**src/rtl/csr_file_pkg.sv**
```systemverilog
// csr_file_pkg: shared definitions for the machine-mode CSR file.
//   - DATA_WIDTH define (CSR data path width)
//   - CSR address map, mstatus/mie/mip bit positions and write masks
//   - helpers for write-side masking and writability
// Optional feature macro: CSR_COUNTERS_EN (mcycle/minstret and shadows).
`ifndef DATA_WIDTH
`define DATA_WIDTH 32
`endif

package csr_file_pkg;

  typedef enum logic [11:0] {
    CSR_MSTATUS   = 12'h300,
    CSR_MIE       = 12'h304,
    CSR_MTVEC     = 12'h305,
    CSR_MSCRATCH  = 12'h340,
    CSR_MEPC      = 12'h341,
    CSR_MCAUSE    = 12'h342,
    CSR_MIP       = 12'h344,
    CSR_MCYCLE    = 12'hB00,
    CSR_MINSTRET  = 12'hB02,
    CSR_MCYCLEH   = 12'hB80,
    CSR_MINSTRETH = 12'hB82,
    CSR_CYCLE     = 12'hC00,
    CSR_INSTRET   = 12'hC02,
    CSR_CYCLEH    = 12'hC80,
    CSR_INSTRETH  = 12'hC82,
    CSR_MHARTID   = 12'hF14
  } csr_addr_e;

  localparam int unsigned MSTATUS_MIE_BIT  = 3;
  localparam int unsigned MSTATUS_MPIE_BIT = 7;
  localparam int unsigned IRQ_SW_BIT       = 3;
  localparam int unsigned IRQ_TIMER_BIT    = 7;
  localparam int unsigned IRQ_EXT_BIT      = 11;

  // MPP is hardwired to machine mode (2'b11 in bits 12:11).
  localparam logic [31:0] MSTATUS_MPP_M = 32'h0000_1800;
  localparam logic [31:0] MSTATUS_MASK  = 32'h0000_0088;
  localparam logic [31:0] IRQ_MASK      = 32'h0000_0888;
  localparam logic [31:0] MEPC_MASK     = 32'hFFFF_FFFC;

  function automatic logic [31:0] mstatus_pack(input logic mie, input logic mpie);
    logic [31:0] v;
    v = MSTATUS_MPP_M;
    v[MSTATUS_MIE_BIT]  = mie;
    v[MSTATUS_MPIE_BIT] = mpie;
    return v;
  endfunction

  // Value a WB write to addr would commit (as it reads back).
  function automatic logic [31:0] csr_write_mask(input logic [11:0] addr,
                                                 input logic [31:0] data);
    case (addr)
      CSR_MSTATUS: return (data & MSTATUS_MASK) | MSTATUS_MPP_M;
      CSR_MIE:     return data & IRQ_MASK;
      CSR_MEPC:    return data & MEPC_MASK;
      default:     return data;
    endcase
  endfunction

  function automatic logic csr_writable(input logic [11:0] addr);
    case (addr)
      CSR_MSTATUS, CSR_MIE, CSR_MTVEC, CSR_MSCRATCH, CSR_MEPC, CSR_MCAUSE:
        return 1'b1;
`ifdef CSR_COUNTERS_EN
      CSR_MCYCLE, CSR_MCYCLEH, CSR_MINSTRET, CSR_MINSTRETH:
        return 1'b1;
`endif
      default:
        return 1'b0;
    endcase
  endfunction

endpackage

```
**src/rtl/csr_file_counter64.sv**
```systemverilog
// csr_counter64: 64-bit counter split into two 32-bit halves.
//   clk_i/rst_i  clock, async active-high reset
//   inc_i        increment enable
//   we_lo_i/we_hi_i  per-half write enable (wins over that half's increment)
//   wdata_i      write data for either half
//   value_o      current 64-bit value
// Only built when CSR_COUNTERS_EN is defined, so the default build carries
// no counter flops and no orphan module.
`ifdef CSR_COUNTERS_EN
module csr_counter64 (
  input  logic        clk_i,
  input  logic        rst_i,
  input  logic        inc_i,
  input  logic        we_lo_i,
  input  logic        we_hi_i,
  input  logic [31:0] wdata_i,
  output logic [63:0] value_o
);

  logic [31:0] lo_q;
  logic [31:0] hi_q;
  logic [32:0] lo_sum;

  assign lo_sum  = {1'b0, lo_q} + {32'd0, inc_i};
  assign value_o = {hi_q, lo_q};

  // Carry comes from the pre-write low half, so the upper half still
  // advances even when the low half is being overwritten.
  always_ff @(posedge clk_i or posedge rst_i) begin
    if (rst_i) begin
      lo_q <= '0;
      hi_q <= '0;
    end else begin
      lo_q <= we_lo_i ? wdata_i : lo_sum[31:0];
      hi_q <= we_hi_i ? wdata_i : hi_q + {31'd0, lo_sum[32]};
    end
  end

endmodule
`endif

```
**src/rtl/csr_file.sv**
```systemverilog
// csr_file: machine-mode CSR file at the end of the writeback path.
//   clk_i, rst_i           clock, async active-high reset
//   csr_we_i/waddr/wdata   WB write port (commits on the rising edge)
//   instret_incr_i         retire pulse
//   csr_raddr_i/rdata_o    combinational read port with write bypass
//   trap_i, trap_mepc_i, trap_mcause_i  trap entry from interrupt controller
//   mret_i                 mret strobe
//   irq_ext/timer/sw_i     level interrupt lines, registered into mip
//   mtvec_o, mepc_o, mie_o, mip_o, mstatus_mie_o  current state
// Optional feature macro: CSR_COUNTERS_EN (mcycle/minstret + read-only shadows).
module csr_file
  import csr_file_pkg::*;
#(
  parameter logic [31:0] HART_ID     = 32'd0,
  parameter logic [31:0] MTVEC_RESET = 32'h0000_0000
) (
  input  logic                   clk_i,
  input  logic                   rst_i,
  input  logic                   csr_we_i,
  input  logic [11:0]            csr_waddr_i,
  input  logic [`DATA_WIDTH-1:0] csr_wdata_i,
  input  logic                   instret_incr_i,
  input  logic [11:0]            csr_raddr_i,
  output logic [31:0]            csr_rdata_o,
  input  logic                   trap_i,
  input  logic [31:0]            trap_mepc_i,
  input  logic [31:0]            trap_mcause_i,
  input  logic                   mret_i,
  input  logic                   irq_ext_i,
  input  logic                   irq_timer_i,
  input  logic                   irq_sw_i,
  output logic [31:0]            mtvec_o,
  output logic [31:0]            mepc_o,
  output logic [31:0]            mie_o,
  output logic [31:0]            mip_o,
  output logic                   mstatus_mie_o
);

  logic        mstatus_mie_q;
  logic        mstatus_mpie_q;
  logic [31:0] mie_q;
  logic [31:0] mip_q;
  logic [31:0] mtvec_q;
  logic [31:0] mscratch_q;
  logic [31:0] mepc_q;
  logic [31:0] mcause_q;

  logic [31:0] wval;
  logic        wr_mstatus, wr_mie, wr_mtvec, wr_mscratch, wr_mepc, wr_mcause;
  logic [31:0] irq_now;
  logic [31:0] rdata_raw;

  assign wval        = csr_write_mask(csr_waddr_i, csr_wdata_i);
  assign wr_mstatus  = csr_we_i && (csr_waddr_i == CSR_MSTATUS);
  assign wr_mie      = csr_we_i && (csr_waddr_i == CSR_MIE);
  assign wr_mtvec    = csr_we_i && (csr_waddr_i == CSR_MTVEC);
  assign wr_mscratch = csr_we_i && (csr_waddr_i == CSR_MSCRATCH);
  assign wr_mepc     = csr_we_i && (csr_waddr_i == CSR_MEPC);
  assign wr_mcause   = csr_we_i && (csr_waddr_i == CSR_MCAUSE);

  always_comb begin
    irq_now                = '0;
    irq_now[IRQ_EXT_BIT]   = irq_ext_i;
    irq_now[IRQ_TIMER_BIT] = irq_timer_i;
    irq_now[IRQ_SW_BIT]    = irq_sw_i;
  end

  // Priority trap > mret > WB applies per field; untouched fields still
  // take the WB write in the same cycle.
  always_ff @(posedge clk_i or posedge rst_i) begin
    if (rst_i) begin
      mstatus_mie_q  <= 1'b0;
      mstatus_mpie_q <= 1'b0;
      mie_q          <= '0;
      mip_q          <= '0;
      mtvec_q        <= MTVEC_RESET;
      mscratch_q     <= '0;
      mepc_q         <= '0;
      mcause_q       <= '0;
    end else begin
      mip_q <= irq_now;
      if (wr_mie)      mie_q      <= wval;
      if (wr_mtvec)    mtvec_q    <= wval;
      if (wr_mscratch) mscratch_q <= wval;
      if (trap_i) begin
        mepc_q         <= trap_mepc_i & MEPC_MASK;
        mcause_q       <= trap_mcause_i;
        mstatus_mpie_q <= mstatus_mie_q;
        mstatus_mie_q  <= 1'b0;
      end else begin
        if (wr_mepc)   mepc_q   <= wval;
        if (wr_mcause) mcause_q <= wval;
        if (mret_i) begin
          mstatus_mie_q  <= mstatus_mpie_q;
          mstatus_mpie_q <= 1'b1;
        end else if (wr_mstatus) begin
          mstatus_mie_q  <= wval[MSTATUS_MIE_BIT];
          mstatus_mpie_q <= wval[MSTATUS_MPIE_BIT];
        end
      end
    end
  end

`ifdef CSR_COUNTERS_EN
  logic [63:0] mcycle_q;
  logic [63:0] minstret_q;

  csr_counter64 u_mcycle (
    .clk_i   (clk_i),
    .rst_i   (rst_i),
    .inc_i   (1'b1),
    .we_lo_i (csr_we_i && (csr_waddr_i == CSR_MCYCLE)),
    .we_hi_i (csr_we_i && (csr_waddr_i == CSR_MCYCLEH)),
    .wdata_i (csr_wdata_i),
    .value_o (mcycle_q)
  );

  csr_counter64 u_minstret (
    .clk_i   (clk_i),
    .rst_i   (rst_i),
    .inc_i   (instret_incr_i),
    .we_lo_i (csr_we_i && (csr_waddr_i == CSR_MINSTRET)),
    .we_hi_i (csr_we_i && (csr_waddr_i == CSR_MINSTRETH)),
    .wdata_i (csr_wdata_i),
    .value_o (minstret_q)
  );
`else
  logic unused_instret;
  assign unused_instret = instret_incr_i;
`endif

  always_comb begin
    rdata_raw = '0;
    case (csr_raddr_i)
      CSR_MSTATUS:  rdata_raw = mstatus_pack(mstatus_mie_q, mstatus_mpie_q);
      CSR_MIE:      rdata_raw = mie_q;
      CSR_MTVEC:    rdata_raw = mtvec_q;
      CSR_MSCRATCH: rdata_raw = mscratch_q;
      CSR_MEPC:     rdata_raw = mepc_q;
      CSR_MCAUSE:   rdata_raw = mcause_q;
      CSR_MIP:      rdata_raw = mip_q;
      CSR_MHARTID:  rdata_raw = HART_ID;
`ifdef CSR_COUNTERS_EN
      CSR_MCYCLE,   CSR_CYCLE:    rdata_raw = mcycle_q[31:0];
      CSR_MCYCLEH,  CSR_CYCLEH:   rdata_raw = mcycle_q[63:32];
      CSR_MINSTRET, CSR_INSTRET:  rdata_raw = minstret_q[31:0];
      CSR_MINSTRETH, CSR_INSTRETH: rdata_raw = minstret_q[63:32];
`endif
      default:      rdata_raw = '0;
    endcase
  end

  // Same-address WB write is forwarded so execute sees the committed value.
  assign csr_rdata_o = (csr_we_i && (csr_waddr_i == csr_raddr_i) && csr_writable(csr_waddr_i))
                       ? wval : rdata_raw;

  assign mtvec_o       = mtvec_q;
  assign mepc_o        = mepc_q;
  assign mie_o         = mie_q;
  assign mip_o         = mip_q;
  assign mstatus_mie_o = mstatus_mie_q;

endmodule
```
**config.mk**
```make
export PLATFORM = sky130hd
export DESIGN_NAME = csr_file
export DESIGN_NICKNAME = d
export VERILOG_FILES = /design/src/rtl/csr_file_pkg.sv /design/src/rtl/csr_file_counter64.sv /design/src/rtl/csr_file.sv
export SDC_FILE = /design/constraint.sdc
export NUM_CORES = 1
export LEC_CHECK = 0
export ABC_AREA = 1
export CAP_MARGIN = 0
export CORE_ASPECT_RATIO = 1.25
export CORE_MARGIN = 10
export CORE_UTILIZATION = 25
export CTS_CLUSTER_DIAMETER = 80
export CTS_CLUSTER_SIZE = 14
export DETAILED_ROUTE_END_ITERATION = 7
export GPL_TIMING_DRIVEN = 0
export PLACE_DENSITY = 0.51
export SYNTH_ARGS = -nofsm -noshare
export SYNTH_HDL_FRONTEND = slang
export SYNTH_SLANG_ARGS = --single-unit
```
**constraint.sdc**
```tcl
create_clock -name clk_i -period 4.63 [get_ports clk_i]
set_input_delay 0.463 -clock clk_i [delete_from_list [all_inputs] [get_ports clk_i]]
set_output_delay 0.463 -clock clk_i [all_outputs]
set_load 0.01 [all_outputs]
```
## After elaboration in Yosys (flattened, before gate mapping)

Cells that the tools add are included.
Widths: inputs -> output; s select.

| storage, ports and cells | value |
|---|---|
| logic and storage cells | 48 |
| output and inout bits | 161 |
| register bits | 165 |
| input bits | 129 |

| cells by class | value |
|---|---|
| eq/ne operators | 14 |
| muxes and demuxes | 14 |
| reductions and logical operators | 12 |

Operator list:

| cell | count |
|---|---|
| $pmux 32 s7 | 1 |
| $mux 32 | 5 |
| $eq 12x10->1 const B | 13 |
| $pmux 32 s3 | 1 |
| $eq 12x12->1 | 1 |
| $logic_and 1x1->1 | 8 |
| $mux 1 | 7 |
| $reduce_or 6->1 | 1 |
| $reduce_bool 2->1 | 2 |
| $reduce_bool 3->1 | 1 |

## Depth between registers and ports, before layout

| depth | value |
|---|---|
| depth in word-level cells | 5 |
| gate-level depth with buffers | 13 |
| mapped depth without buffers | 12 |

## Least setup slack after synthesis

Ideal clock, no wire load.

| path | value |
|---|---|
| kind | input port to output port |
| start | in csr_waddr_i[4] |
| end | out csr_rdata_o[10] |
| path buffers | 1 |
| stages on the path | 12 |
| required time | 4.167 ns |
| slack | 2.631 ns |
| data arrival time | 1.536 ns |
| path through | inv_2 -> nand2_2 -> nor2_4 -> nand3_1 -> nand2_4 -> nor2_2 -> nand2_2 -> nand2_4 -> inv_4 -> buf_6 -> nand2_1 -> nand2_1 |

| on the way | value |
|---|---|
| cells in the longest elaborated chain, start to end | 5 |
| elaborated cells between the ends (all ways) | 13 |
| classes of those cells | eq/ne (7); mux (3); reduce/logical (3) |

RTL lines:

| item | RTL line | RTL |
|---|---|---|
| from (decl) | csr_file.sv:20 | `input logic [11:0] csr_waddr_i,` |
| $eq 12x10->1, on equally long branches | csr_file_pkg.sv:54, csr_file_pkg.sv:63 |  |
| $reduce_or 6->1 | csr_file_pkg.sv:63 | `case (addr)` |
| $mux 1 | csr_file_pkg.sv:63 |  |
| $logic_and 1x1->1 | csr_file.sv:154 | `assign csr_rdata_o = (csr_we_i && (csr_waddr_i == csr_raddr_i) && csr_writable(csr_waddr_i))` |
| $mux 32 * | csr_file.sv:155 | `? wval : rdata_raw;` |
| to (decl) | csr_file.sv:24 | `output logic [31:0] csr_rdata_o,` |

Every way passes the cells marked *; elsewhere a longest branch is shown, timed or not.

## Final worst setup path

| path | value |
|---|---|
| start | in csr_raddr_i[2] |
| end | out csr_rdata_o[28] |

| on the way | value |
|---|---|
| cells in the longest elaborated chain, start to end | 4 |
| elaborated cells between the ends (all ways) | 12 |
| classes of those cells | eq/ne (8); mux (2); reduce/logical (2) |

RTL lines:

| item | RTL line | RTL |
|---|---|---|
| from (decl) | csr_file.sv:23 | `input logic [11:0] csr_raddr_i,` |
| parallel branches: the longest is 3 deep, another holds $pmux 32 s7 | -- |  |
| $mux 32 * | csr_file.sv:155 |  |

Every way passes the cells marked *.

==> flow_summary.ini <==
[sta]
worstMarginPinSlew_ps = 800
fin_ws_ps = 870
fmax_mhz = 266
setup_viol = 0
final_hold_viol_count = 0
finalCriticalPeriod_ps = 3760
slew_headroom_pct = 46.6
fin_crit_sh_pct = 81.2
fin_skew_ps = 0.137
fin_tns_setup_ps = 0
rsz0062_at_grt = false
maxSlewViolCount = 0

[die]
coreArea_mm2 = 0.0381
ios = 290
initial_core_util_pct = 25.3
chipWidth_um = 196
dieHeight_um = 239
dieArea_mm2 = 0.0468
fp-row-count = 80

[cts]
clock-sinks = 165
cts.path.max_buffers = 2
numCtsBuffers = 17
postCtsSetupBuffers = 0
cts_tree = yes
postCtsHoldBufs = 0
root_buffer = clkbuf_16
cts.clk_slew.worst_paths_ps = 60
clkLatencyLatePin_ps = 440
h-tree-depth = 4
cts_resized = 0

[yosys]
synth_top_family_by_area = simple AND/OR/NAND/NOR gates
synth-seq-cells = 165
synth_cell_types = 33
syn_area_per_cell_um2 = 7.04
synth_xor_area_share_pct = 0.364
synth_adder_area_share_pct = 0
synth.area.mux_share_pct = 0.312
netlist_instances = 1369
synthSimpleGateAreaFrac_pct = 32.1
synth_area_mm2 = 0.00963
synth-seq-area-share_pct = 42.9
ys_warn_count = 0
synth_compound_area_share_pct = 11.0

[critical_path]
endpoint_kind = primary output
crit_required_ps = 4170
cp_max_fo = 10
worst_ep_arrival_time_ps = 3300
criticalPathCategory = input port to primary output
start_kind = input port

[power_and_ir_drop]
p_total_mw = 3.43
ir_drop_mv = 0.235
leakagePower_nw = 6.66
power_density_mw_per_mm2 = 253

[place]
place_ws_ps = 812
gp_congestion = 0.858
port_buffers = 255
dp.final_hpwl_mm = 35.9

[status]
status = completed

[layout]
drive_gt1_share_pct = 9.96
area_growth_pct = 40.6
finalNetCount = 1805

[min_path]
hold_path.class = input port to asynchronous set/reset pin

[grt]
grt_pass1_vias = 9903
antenna_found_initial = 5
grt_pass1_wl_mm = 64.7
grt_usage_pct = 18.3
grt_max_degree = 39
grt-ovfl-total = 0

[drt]
drtPass1Iterations = 5
num_vias = 9852
drc = 0
viasPerCell = 4.52
drtIter0Drc = 780
wl_per_cell_um = 20.1
wl_mm = 43.9
ant_nets = 0

[flow_run]
maxCapViolations = 0
==> state kept, by name (all words and copies together) (netlist names) <==
signal and count:
mepc_o 32, mtvec_o 32, mstatus_mpie_q 1, mscratch_q 32, mie_o 32, mstatus_mie_o 1
mcause_q 32, mip_o 3
==> critical path, cell delays in order <==
cell             delay (ps)
clkdlybuf4s50_1         450
inv_1                   130
nand2_1                 150
nor3_1                  550
nand2_1                 220
o2111ai_2               180
buf_2                   340
nand3_1                 110
nand2_1                 130
clkdlybuf4s50_1         570
==> logic make-up (layout without fill, tap and decap cells) <==
kind of cell	after synthesis	count (layout)
AOI/OAI and AO/OA	191	191
xor gates and xnor gates	4	4
buffers and inverters	281	570
DFF	165	165
muxes	3	3
other	1	31
and+or+nand+nor	724	724
==> routing by layer <==
metal	up-vias	share of wire, %	wire, um	GRT usage [%]
li1	4851	-	-	-
met1	4636	42	18300	21.8
met2	305	49	21600	31.0
met3	54	6.0	2650	4.14
met4	6	3.0	1300	7.53
met5	-	0.071	31	0
==> power breakdown <==
| group | internal [mW] | switching, mW |
|---|---|---|
| logic | 0.239 | 0.273 |
| registers | 1.50 | 0.0475 |
| clock network | 0.760 | 0.604 |
| total | 2.50 | 0.924 |
==> layout by cell type, fill, tap and decap left out, types with 2 or more instances in the layout <==
master,synthesis,layout
nand2_1,343,343
buf_12,0,5
buf_2,38,38
clkbuf_8,0,2
nor2_1,176,176
mux2i_1,3,3
o21ai_0,73,73
clkdlybuf4s50_1,0,255
a21oi_1,85,85
inv_2,10,10
diode_2,0,2
buf_1,4,4
inv_1,167,166
a31oi_1,7,7
nor2_2,7,7
buf_4,34,34
nand2_2,8,8
clkbuf_16,0,17
nor2_4,7,7
o211ai_1,2,2
xor2_1,4,4
clkinv_2,0,2
dfrtp_1,165,165
buf_6,7,7
nand4_1,2,2
clkbuf_1,20,26
nand3_1,174,174
conb_1,1,29
nand2_4,3,3
a21oi_2,20,20
==> worst paths after layout <==
| path | start | end | slack (ps) | cells past startpoint |
|---|---|---|---|---|
| max in group asynchronous | rst_i | mepc_o[24]$_DFFE_PP0P_ | 3350 | 5 |
| min | rst_i | mip_o[3]$_DFF_PP0_ | 320 | 2 |
| max | csr_raddr_i[2] | csr_rdata_o[28] | 870 | 10 |
| min in group clk_i | irq_sw_i | mip_o[3]$_DFF_PP0_ | 460 | 1 |
| min reg2reg | mscratch_q[21]$_DFFE_PP0P_ | mscratch_q[21]$_DFFE_PP0P_ | 490 | 2 |
| max reg2reg | mstatus_mie_o$_DFFE_PP0P_ | mstatus_mpie_q$_DFFE_PP0P_ | 3800 | 2 |
==> final cells by class <==
type | instances | area (um2)
Tap cell | 492 | 616
Multi-Input combinational cell | 951 | 4320
Clock buffer | 25 | 475
Fill cell | 4095 | 24600
Inverter | 178 | 674
Sequential cell | 165 | 4130
Clock inverter | 4 | 48.8
Buffer | 103 | 614
Antenna cell | 2 | 5.00
Timing Repair Buffer | 260 | 2650
==> cell usage after synthesis <==
cell / count / area (um2)
nand3_4: 1 / 17.5
o2111ai_2: 1 / 15.0
inv_2: 10 / 37.5
o21ai_1: 1 / 5.00
a31oi_1: 7 / 43.8
buf_6: 7 / 78.8
conb_1: 1 / 3.75
buf_2: 38 / 190
nand4_1: 2 / 12.5
o21ai_0: 73 / 365
nor2_8: 1 / 20.0
o21bai_1: 1 / 7.51
buf_1: 4 / 15.0
nand2_1: 343 / 1290
xor2_1: 4 / 35.0
nor2_1: 176 / 661
nor2_4: 7 / 78.8
nor2_2: 7 / 43.8
nand3_2: 1 / 10.0
nor3_1: 1 / 5.00
o211ai_1: 2 / 15.0
nand2_4: 3 / 33.8
a21oi_2: 20 / 175
a21boi_0: 1 / 7.51
clkbuf_1: 20 / 75.1
nand3_1: 174 / 871
mux2i_1: 3 / 30.0
a21oi_1: 85 / 425
inv_1: 167 / 627
inv_4: 1 / 6.26
nand2_2: 8 / 50.1
buf_4: 34 / 255
dfrtp_1: 165 / 4130
==> stage by stage <==
stage                     hold WS [ps]  cell area [um2]  utilization (%)  cells
final                              319            13500             35.5   2180
after global routing               338            13500             35.5   2180
after CTS                          308            13500             35.5   2178
after detailed placement           474            13000             34.1   2149
after global placement             467            12900             33.9   2144
after floorplan                    453             9740                -   1397
No activity file was read; power rests on OpenSTA's default activity.
